$ cat config.mk
export PLATFORM = sky130hd
export DESIGN_NAME = noc_output_scheduler
export DESIGN_NICKNAME = d
export VERILOG_FILES = /design/src/rtl/noc_pkg.sv /design/src/rtl/noc_rr_pick.sv /design/src/rtl/noc_output_scheduler.sv
export SDC_FILE = /design/constraint.sdc
export NUM_CORES = 1
export LEC_CHECK = 0
export ABC_AREA = 1
export CAP_MARGIN = 10
export CORE_MARGIN = 1
export CORE_UTILIZATION = 37
export CTS_CLUSTER_DIAMETER = 200
export DETAILED_ROUTE_END_ITERATION = 12
export PLACE_DENSITY_LB_ADDON = 0.2
export SYNTH_ARGS = -nofsm -noshare
export SYNTH_HDL_FRONTEND = slang
export SYNTH_SLANG_ARGS = --single-unit
$ cat constraint.sdc
create_clock -name clk -period 4.2 [get_ports clk]
set_input_delay 1.26 -clock clk [delete_from_list [all_inputs] [get_ports clk]]
set_output_delay 1.26 -clock clk [all_outputs]
set_load 0.01 [all_outputs]
$ cat src/rtl/noc_pkg.sv
// Shared NoC scheduler definitions: flit-type bit positions, port indices and the
// scheduler state encoding.
package noc_pkg;

    localparam int FLIT_HDR  = 0;
    localparam int FLIT_BODY = 1;
    localparam int FLIT_TAIL = 2;

    localparam int PORT_L = 0;
    localparam int PORT_N = 1;
    localparam int PORT_E = 2;
    localparam int PORT_W = 3;
    localparam int PORT_S = 4;

    typedef enum logic {
        IDLE   = 1'b0,
        LOCKED = 1'b1
    } sched_state_t;

endpackage

$ cat src/rtl/noc_rr_pick.sv
// Combinational round-robin picker: the first set candidate found searching upward
// from ptr, wrapping past NPORTS-1 back to 0.
module noc_rr_pick #(
    parameter int NPORTS = 5,
    parameter int PTR_W  = $clog2(NPORTS)
) (
    input  logic [NPORTS-1:0] cand,
    input  logic [PTR_W-1:0]  ptr,
    output logic [NPORTS-1:0] onehot,
    output logic              valid
);

    // NOTE: every output gets a default before the search so no path leaves it unassigned (no latch).
    always_comb begin
        int              sum;
        logic [PTR_W-1:0] idx;
        onehot = '0;
        valid  = 1'b0;
        for (int k = 0; k < NPORTS; k++) begin
            sum = int'(ptr) + k;
            if (sum >= NPORTS) sum = sum - NPORTS;
            idx = PTR_W'(sum);
            if (!valid && cand[idx]) begin
                onehot[idx] = 1'b1;
                valid       = 1'b1;
            end
        end
    end

endmodule

$ cat src/rtl/noc_output_scheduler.sv
// Per-output packet scheduler: round-robin grant held header..tail, credit-gated transfer.
// Optional owner watchdog enabled by defining NOC_SCHED_WATCHDOG_EN.
module noc_output_scheduler
    import noc_pkg::*;
#(
    parameter int NPORTS    = 5,
    parameter int CREDITS   = 4,
    parameter int TIMEOUT_W = 12
) (
    input  logic                           clk,
    input  logic                           rst,
    input  logic [NPORTS-1:0]              req,
    input  logic [3*NPORTS-1:0]            flit_id,
    input  logic                           credit_ret,
    input  logic [TIMEOUT_W-1:0]           timeout_cycles,
    output logic [NPORTS-1:0]              grant,
    output logic                           xfer,
    output logic [$clog2(CREDITS+1)-1:0]   credits,
    output logic                           timeout_pulse,
    output logic                           proto_err
);

    localparam int PTR_W  = (NPORTS > 1) ? $clog2(NPORTS) : 1;
    localparam int CRED_W = $clog2(CREDITS + 1);

    sched_state_t      state_q, state_d;
    logic [NPORTS-1:0] grant_q, grant_d;
    logic [PTR_W-1:0]  rr_ptr_q, rr_ptr_d;
    logic [CRED_W-1:0] credits_q, credits_d;
    logic              proto_err_q, proto_err_d;
    logic              timeout_pulse_q, timeout_pulse_d;

    logic [NPORTS-1:0] hdr_vec, body_vec, tail_vec, cand, pick_onehot;
    logic              pick_valid;
    logic [PTR_W-1:0]  owner_idx, owner_next;
    logic              owner_req, owner_tail, timeout_fire;
    logic              bad_idle_req, credit_ovf;
    logic              unused_body;

    always_comb begin
        hdr_vec  = '0;
        body_vec = '0;
        tail_vec = '0;
        for (int i = 0; i < NPORTS; i++) begin
            hdr_vec[i]  = flit_id[3*i + FLIT_HDR];
            body_vec[i] = flit_id[3*i + FLIT_BODY];
            tail_vec[i] = flit_id[3*i + FLIT_TAIL];
        end
    end

    assign unused_body = ^body_vec;
    assign cand        = req & hdr_vec;

    noc_rr_pick #(
        .NPORTS (NPORTS),
        .PTR_W  (PTR_W)
    ) u_pick (
        .cand   (cand),
        .ptr    (rr_ptr_q),
        .onehot (pick_onehot),
        .valid  (pick_valid)
    );

    always_comb begin
        owner_idx = '0;
        for (int i = 0; i < NPORTS; i++) begin
            if (grant_q[i]) owner_idx = PTR_W'(i);
        end
    end

    assign owner_next = (owner_idx == PTR_W'(NPORTS - 1)) ? '0 : owner_idx + PTR_W'(1);
    assign owner_req  = |(req & grant_q);
    assign owner_tail = |(tail_vec & grant_q);

`ifdef NOC_SCHED_WATCHDOG_EN
    logic [TIMEOUT_W-1:0] wd_cnt_q, wd_cnt_d, wd_inc;

    // The release fires on the stall cycle that brings the count up to timeout_cycles.
    always_comb begin
        wd_inc       = wd_cnt_q + TIMEOUT_W'(1);
        timeout_fire = (state_q == LOCKED) && !xfer &&
                       (timeout_cycles != '0) && (wd_inc == timeout_cycles);
        wd_cnt_d     = (state_q != LOCKED || xfer || timeout_fire) ? '0 : wd_inc;
    end

    always_ff @(posedge clk) begin
        if (rst) wd_cnt_q <= '0;
        else     wd_cnt_q <= wd_cnt_d;
    end
`else
    logic unused_timeout;
    assign unused_timeout = ^timeout_cycles;
    assign timeout_fire   = 1'b0;
`endif

    // Output logic: flits move only while locked and downstream has space.
    always_comb begin
        xfer = (state_q == LOCKED) && owner_req && (credits_q != '0);
    end

    always_comb begin
        state_d  = state_q;
        grant_d  = grant_q;
        rr_ptr_d = rr_ptr_q;
        case (state_q)
            IDLE: begin
                if (pick_valid) begin
                    state_d = LOCKED;
                    grant_d = pick_onehot;
                end
            end
            LOCKED: begin
                if ((xfer && owner_tail) || timeout_fire) begin
                    state_d  = IDLE;
                    grant_d  = '0;
                    rr_ptr_d = owner_next;
                end
            end
            default: state_d = IDLE;
        endcase
    end

    always_comb begin
        bad_idle_req = (state_q == IDLE) && |(req & ~hdr_vec);
        credit_ovf   = credit_ret && !xfer && (credits_q == CRED_W'(CREDITS));
        credits_d    = credits_q;
        if (xfer && !credit_ret)
            credits_d = credits_q - CRED_W'(1);
        else if (credit_ret && !xfer && !credit_ovf)
            credits_d = credits_q + CRED_W'(1);
        proto_err_d     = proto_err_q | bad_idle_req | credit_ovf;
        timeout_pulse_d = timeout_fire;
    end

    // NOTE: state registers use non-blocking assignments so every flop samples pre-edge values.
    always_ff @(posedge clk) begin
        if (rst) begin
            state_q         <= IDLE;
            grant_q         <= '0;
            rr_ptr_q        <= '0;
            credits_q       <= CRED_W'(CREDITS);
            proto_err_q     <= 1'b0;
            timeout_pulse_q <= 1'b0;
        end else begin
            state_q         <= state_d;
            grant_q         <= grant_d;
            rr_ptr_q        <= rr_ptr_d;
            credits_q       <= credits_d;
            proto_err_q     <= proto_err_d;
            timeout_pulse_q <= timeout_pulse_d;
        end
    end

    assign grant         = grant_q;
    assign credits       = credits_q;
    assign proto_err     = proto_err_q;
    assign timeout_pulse = timeout_pulse_q;

endmodule

### After elaboration in Yosys (flattened, before gate mapping)

Index checks and enable logic that the tools add are counted.

* bits in registers: 13
* logic and storage cells: 127
* output and inout bits: 11
* input bits: 35

* $lt $le $gt $ge: 15
* muxes and demuxes: 48
* add/sub/neg operators: 12
* eq/ne operators: 4
* reduce and logical (&&, ||, !) cells: 31
* bitwise logic cells: 12

Operators by type and width (count)
* $mux W5: 7
* $mux W3: 11
* $and A5 B5 Y5: 4
* $lt A3 B4 Y1 const B: 5
* $or A5 B5 Y5: 4
* $mux W1: 18
* $logic_and A1 B1 Y1: 17
* $ge A4 B3 Y1 const B: 4
* $bmux W1 S3: 5
* $demux W1 S3: 5
* $ge A3 B1 Y1 const B: 5
* $reduce_or A5 Y1: 3
* $sub A3 B3 Y3 const B: 5
* $pmux W5 S2: 1
* $add A3 B2 Y4 const B: 2
* $logic_not A1 Y1: 7
* $add A3 B1 Y3 const B: 2
* $eq A3 B3 Y1 const B: 2
* $not A5 Y5: 1
* $add A3 B1 Y4 const B: 1
* $add A3 B3 Y4 const B: 1
* $reduce_and A2 Y1: 2
* $ge A3 B3 Y1 const B: 1
* $reduce_bool A3 Y1: 1
* 7 further kinds: 8

### Depth between registers and ports, before layout

* depth in word-level cells: 19
* mapped depth: 22
* depth with buffers taken out: 21

### By module

A second synthesis with hierarchy kept.

* cells, all modules: 376
* area total of the unflattened synthesis: 2137.0 um^2

By module, submodules not included
* noc_rr_pick: area each 1253.7 um^2, times used 1, cells each 241
* noc_output_scheduler: area each 883.3 um^2, times used 1, cells each 135

### Least setup slack after synthesis

No wires, ideal clock.

* kind: input port to output port
* start: input port req[1]
* end: output port xfer
* path buffers: 0
* setup slack: 1148 ps
* required time: 2940 ps
* arrival time: 1792 ps
* cell stages on the path: 6
* path through: inv_1 o21ai_0 a221oi_1 nand2_1 nand3_1 inv_1

* cells in the longest elaborated chain, start to end: 4

Ends and longest elaborated chain
* start: declaration: RTL line noc_output_scheduler.sv:12 `input logic [NPORTS-1:0] req,`
* $and A5 B5 Y5: RTL line noc_output_scheduler.sv:72 `assign owner_req = |(req & grant_q);`
* $reduce_or A5 Y1: RTL line noc_output_scheduler.sv:72
* $logic_and A1 B1 Y1 (2 in series): RTL line noc_output_scheduler.sv:98 `xfer = (state_q == LOCKED) && owner_req && (credits_q != '0);`
* end: declaration: RTL line noc_output_scheduler.sv:17 `output logic xfer,`

No other way between the ends.

### Final worst setup path

* start: input port req[0]
* end: output port xfer

Same word-level chain as after synthesis.

==> results.toml <==
[yosys]
ys_seq_elements = 13
synthTopCellsByCount = "nand2_1 (100), inv_1 (42), nand3_1 (41)"
synthAdderAreaFrac = 0.0722
synthFlopType = "dfxtp_1"
synth.area.top_cells = "nand2_1 (19%), dfxtp_1 (13%), nand3_1 (11%), inv_1 (8.1%), nor2_1 (7.2%)"
synth_top_family_by_area = "simple AND/OR/NAND/NOR gates"
async_reset_ff_frac = 0
yosysSeqAreaShare = 0.134
syn_area_mm2 = 0.00194
syn_avg_cell_area_um2 = 5.72
syn_inst = 339
yosys_warnings = 0
yosys.area_share.simple = 0.538
yosys-mux-area-fraction = 0
synth_nets = 384
yosysMostFrequentCell = "nand2_1"
synth_largest_area_cell = "nand2_1"
yosys.area_share.xor_xnor = 0.0277
synth-compound-area-share = 0.112
synth_top_area_share = 0.193
synth.distinct_cells = 37
synth_edf_count = 0

[global_route]
grt_pass1_vias = 2006
grt_start_max_net_pins = 15
grtUsageTotal = 0.204
grt_remaining_overflow = 0
antenna_found_initial = 0
grt_pass1_wl_um = 8850

[sta]
tns_ns = 0
rsz0062_at_grt = "false"
hold_viol = 0
setup_slack_ns = 0.438
fmax_mhz = 266
period_needed_ns = 3.76
drv_slew = 0
fin_worst_skew_ns = 0.00573
setup_viol = 0
hold_slack_ns = 0.482
fin_crit_sh = 0.896

[floorplanning]
ios = 46
fp.dieW_um = 74.4
start_util = 0.398
core_area_mm2 = 0.00488
rows = 25
die_area_mm2 = 0.00554
die_y_um = 74.4

[critical_path]
critPathCaptureType = "output pin"
slowest_stage = "clkdlybuf4s50_1"
arrival_ns = 2.50
cp_top_family = "buffers and inverters"
max_stage_delay_ns = 0.44
crit_path_end = "xfer"
cp_common_cell = "nand2_1"
critPathKind = "primary input to output pin"
r2r_end = "grant[4]"
rrSetupSlack_ns = 1.18
crit_chain = "clkdlybuf4s50_1, nand2_1, o21ai_0, a221oi_1, nand2_1, nand3_1, inv_1, dlymetal6s2s_1"
start_kind = "primary input"
crit_buf_inv = 3
worst-path-stages = 8
cp-startpoint = "req[0]"
path_max_fanout = 3
cp_data_required_time_ns = 2.94
r2r_cells = 14
r2r-start = "rr_ptr_q[1]"

[cts]
clk_latency_ns = 0.24
cts_made_buffers = 3
clockRootBuffer = "clkbuf_8"
cts_max_level = 1
clk_path_buf_depth = 2
path_clk_slew_ns = 0.06
cts.sinks = 13
cts_tree = "built"

[placed_design]
port_buffers = 27
dpl_cell_area_mm2 = 0.00228
dp_slack_ns = 0.110
dpl.hpwl_um = 4310
dp_cells = 430
gp_congestion = 0.918

[detailed_routing]
dr.pass1.iters = 4
wl_per_cell_um = 12.2
num_vias = 2194
detail_route.vias_per_cell = 5.06
routed_wl_um = 5280
drcViolationCount = 0
ant_nets = 0
drt_iter0_markers = 137

[cells_and_area]
post-route-util = 0.476
instances_no_fill = 434
fin_area_mm2 = 0.00232
drive_above_1_share = 0.0954
n_antenna_cell = 0
area_delta_synth_final_pct = 19.8
nFillCells = 530
fin_nets = 413

[flow_run]
maxCapViolCount = 0

[run_status]
status = "finished, final reports clean"

[pwr]
p_per_area_mw_per_mm2 = 291
fin_total_pwr_mw = 0.677
peakVddDrop_mv = 0.230
p_leak_nw = 1.21

[worst_hold_path]
hp-class = "register to register"
## how the worst min path moves through the flow
stage	slack, ns	to	cells after the start	from
final	0.48	proto_err	2	proto_err
after global routing	0.51	proto_err	2	proto_err
after CTS	0.49	proto_err	2	proto_err
after detailed placement	0.48	proto_err	2	proto_err
after global placement	0.47	state_q	2	state_q
after floorplan	0.46	state_q	2	state_q
## cell type report
class                           instances  area, µm²  area share
Multi-Input combinational cell        273       1460       0.628
Timing Repair Buffer                   29        288       0.124
Tap cell                               67       83.8      0.0361
Clock buffer                            4       45.0      0.0194
Sequential cell                        13        260       0.112
Inverter                               48        188      0.0807
## metal layers
layer	vias to the layer above	track usage	wire [µm]
li1	1164	-	-
met5	-	0	0
met4	0	0.0734	76
met1	985	0.264	2450
met2	37	0.357	2590
met3	8	0.0108	168
## kinds of logic after synthesis
| logic type | count (synthesis) |
|---|---|
| compound gates | 35 |
| xor+xnor | 4 |
| fa+ha+maj | 10 |
| buf+inv | 53 |
| flops | 13 |
| other cells | 1 |
| simple gates | 223 |
## state kept, by name, summed over array words and instances, names as in the netlist
name and count:
credits 3, grant 5, proto_err 1, rr_ptr_q 3, state_q 1
## power breakdown
group          total, mW  leakage (nW)  switching [mW]  internal, mW
combinational      0.390          1.08           0.241         0.149
sequential         0.176         0.106          0.0289         0.147
clock              0.110        0.0228          0.0431        0.0669
total              0.677          1.21           0.313         0.363
## tightest hold or removal path, stage by stage (launching register included)
cell and delay [ns]:
dfxtp_1 0.30, inv_1 0.05, a31oi_1 0.07
## cell usage in the layout (no fill, tap or decap), types with 2 or more instances in the layout
cell type        count
a211oi_1             3
a21oi_1             12
buf_4                2
clkbuf_8             3
clkdlybuf4s50_1     26
dfxtp_1             13
fa_1                 2
ha_1                 8
inv_1               42
inv_2                4
nand2_1            100
nand2_2              8
nand2_4              3
nand3_1             41
nand3_2              5
nand4_1             18
nor2_1              37
nor2_2               2
nor2_4               3
nor3_1               4
o21ai_0             11
o22ai_1              2
or2_1                2
xor2_1               2
## timing repair
action	in CTS	in global routing
resized for setup	0	1
hold buffers	0	0
setup endpoints to repair	0	1
setup buffers	0	0
Note: power is estimated with default switching activity, not from simulation.
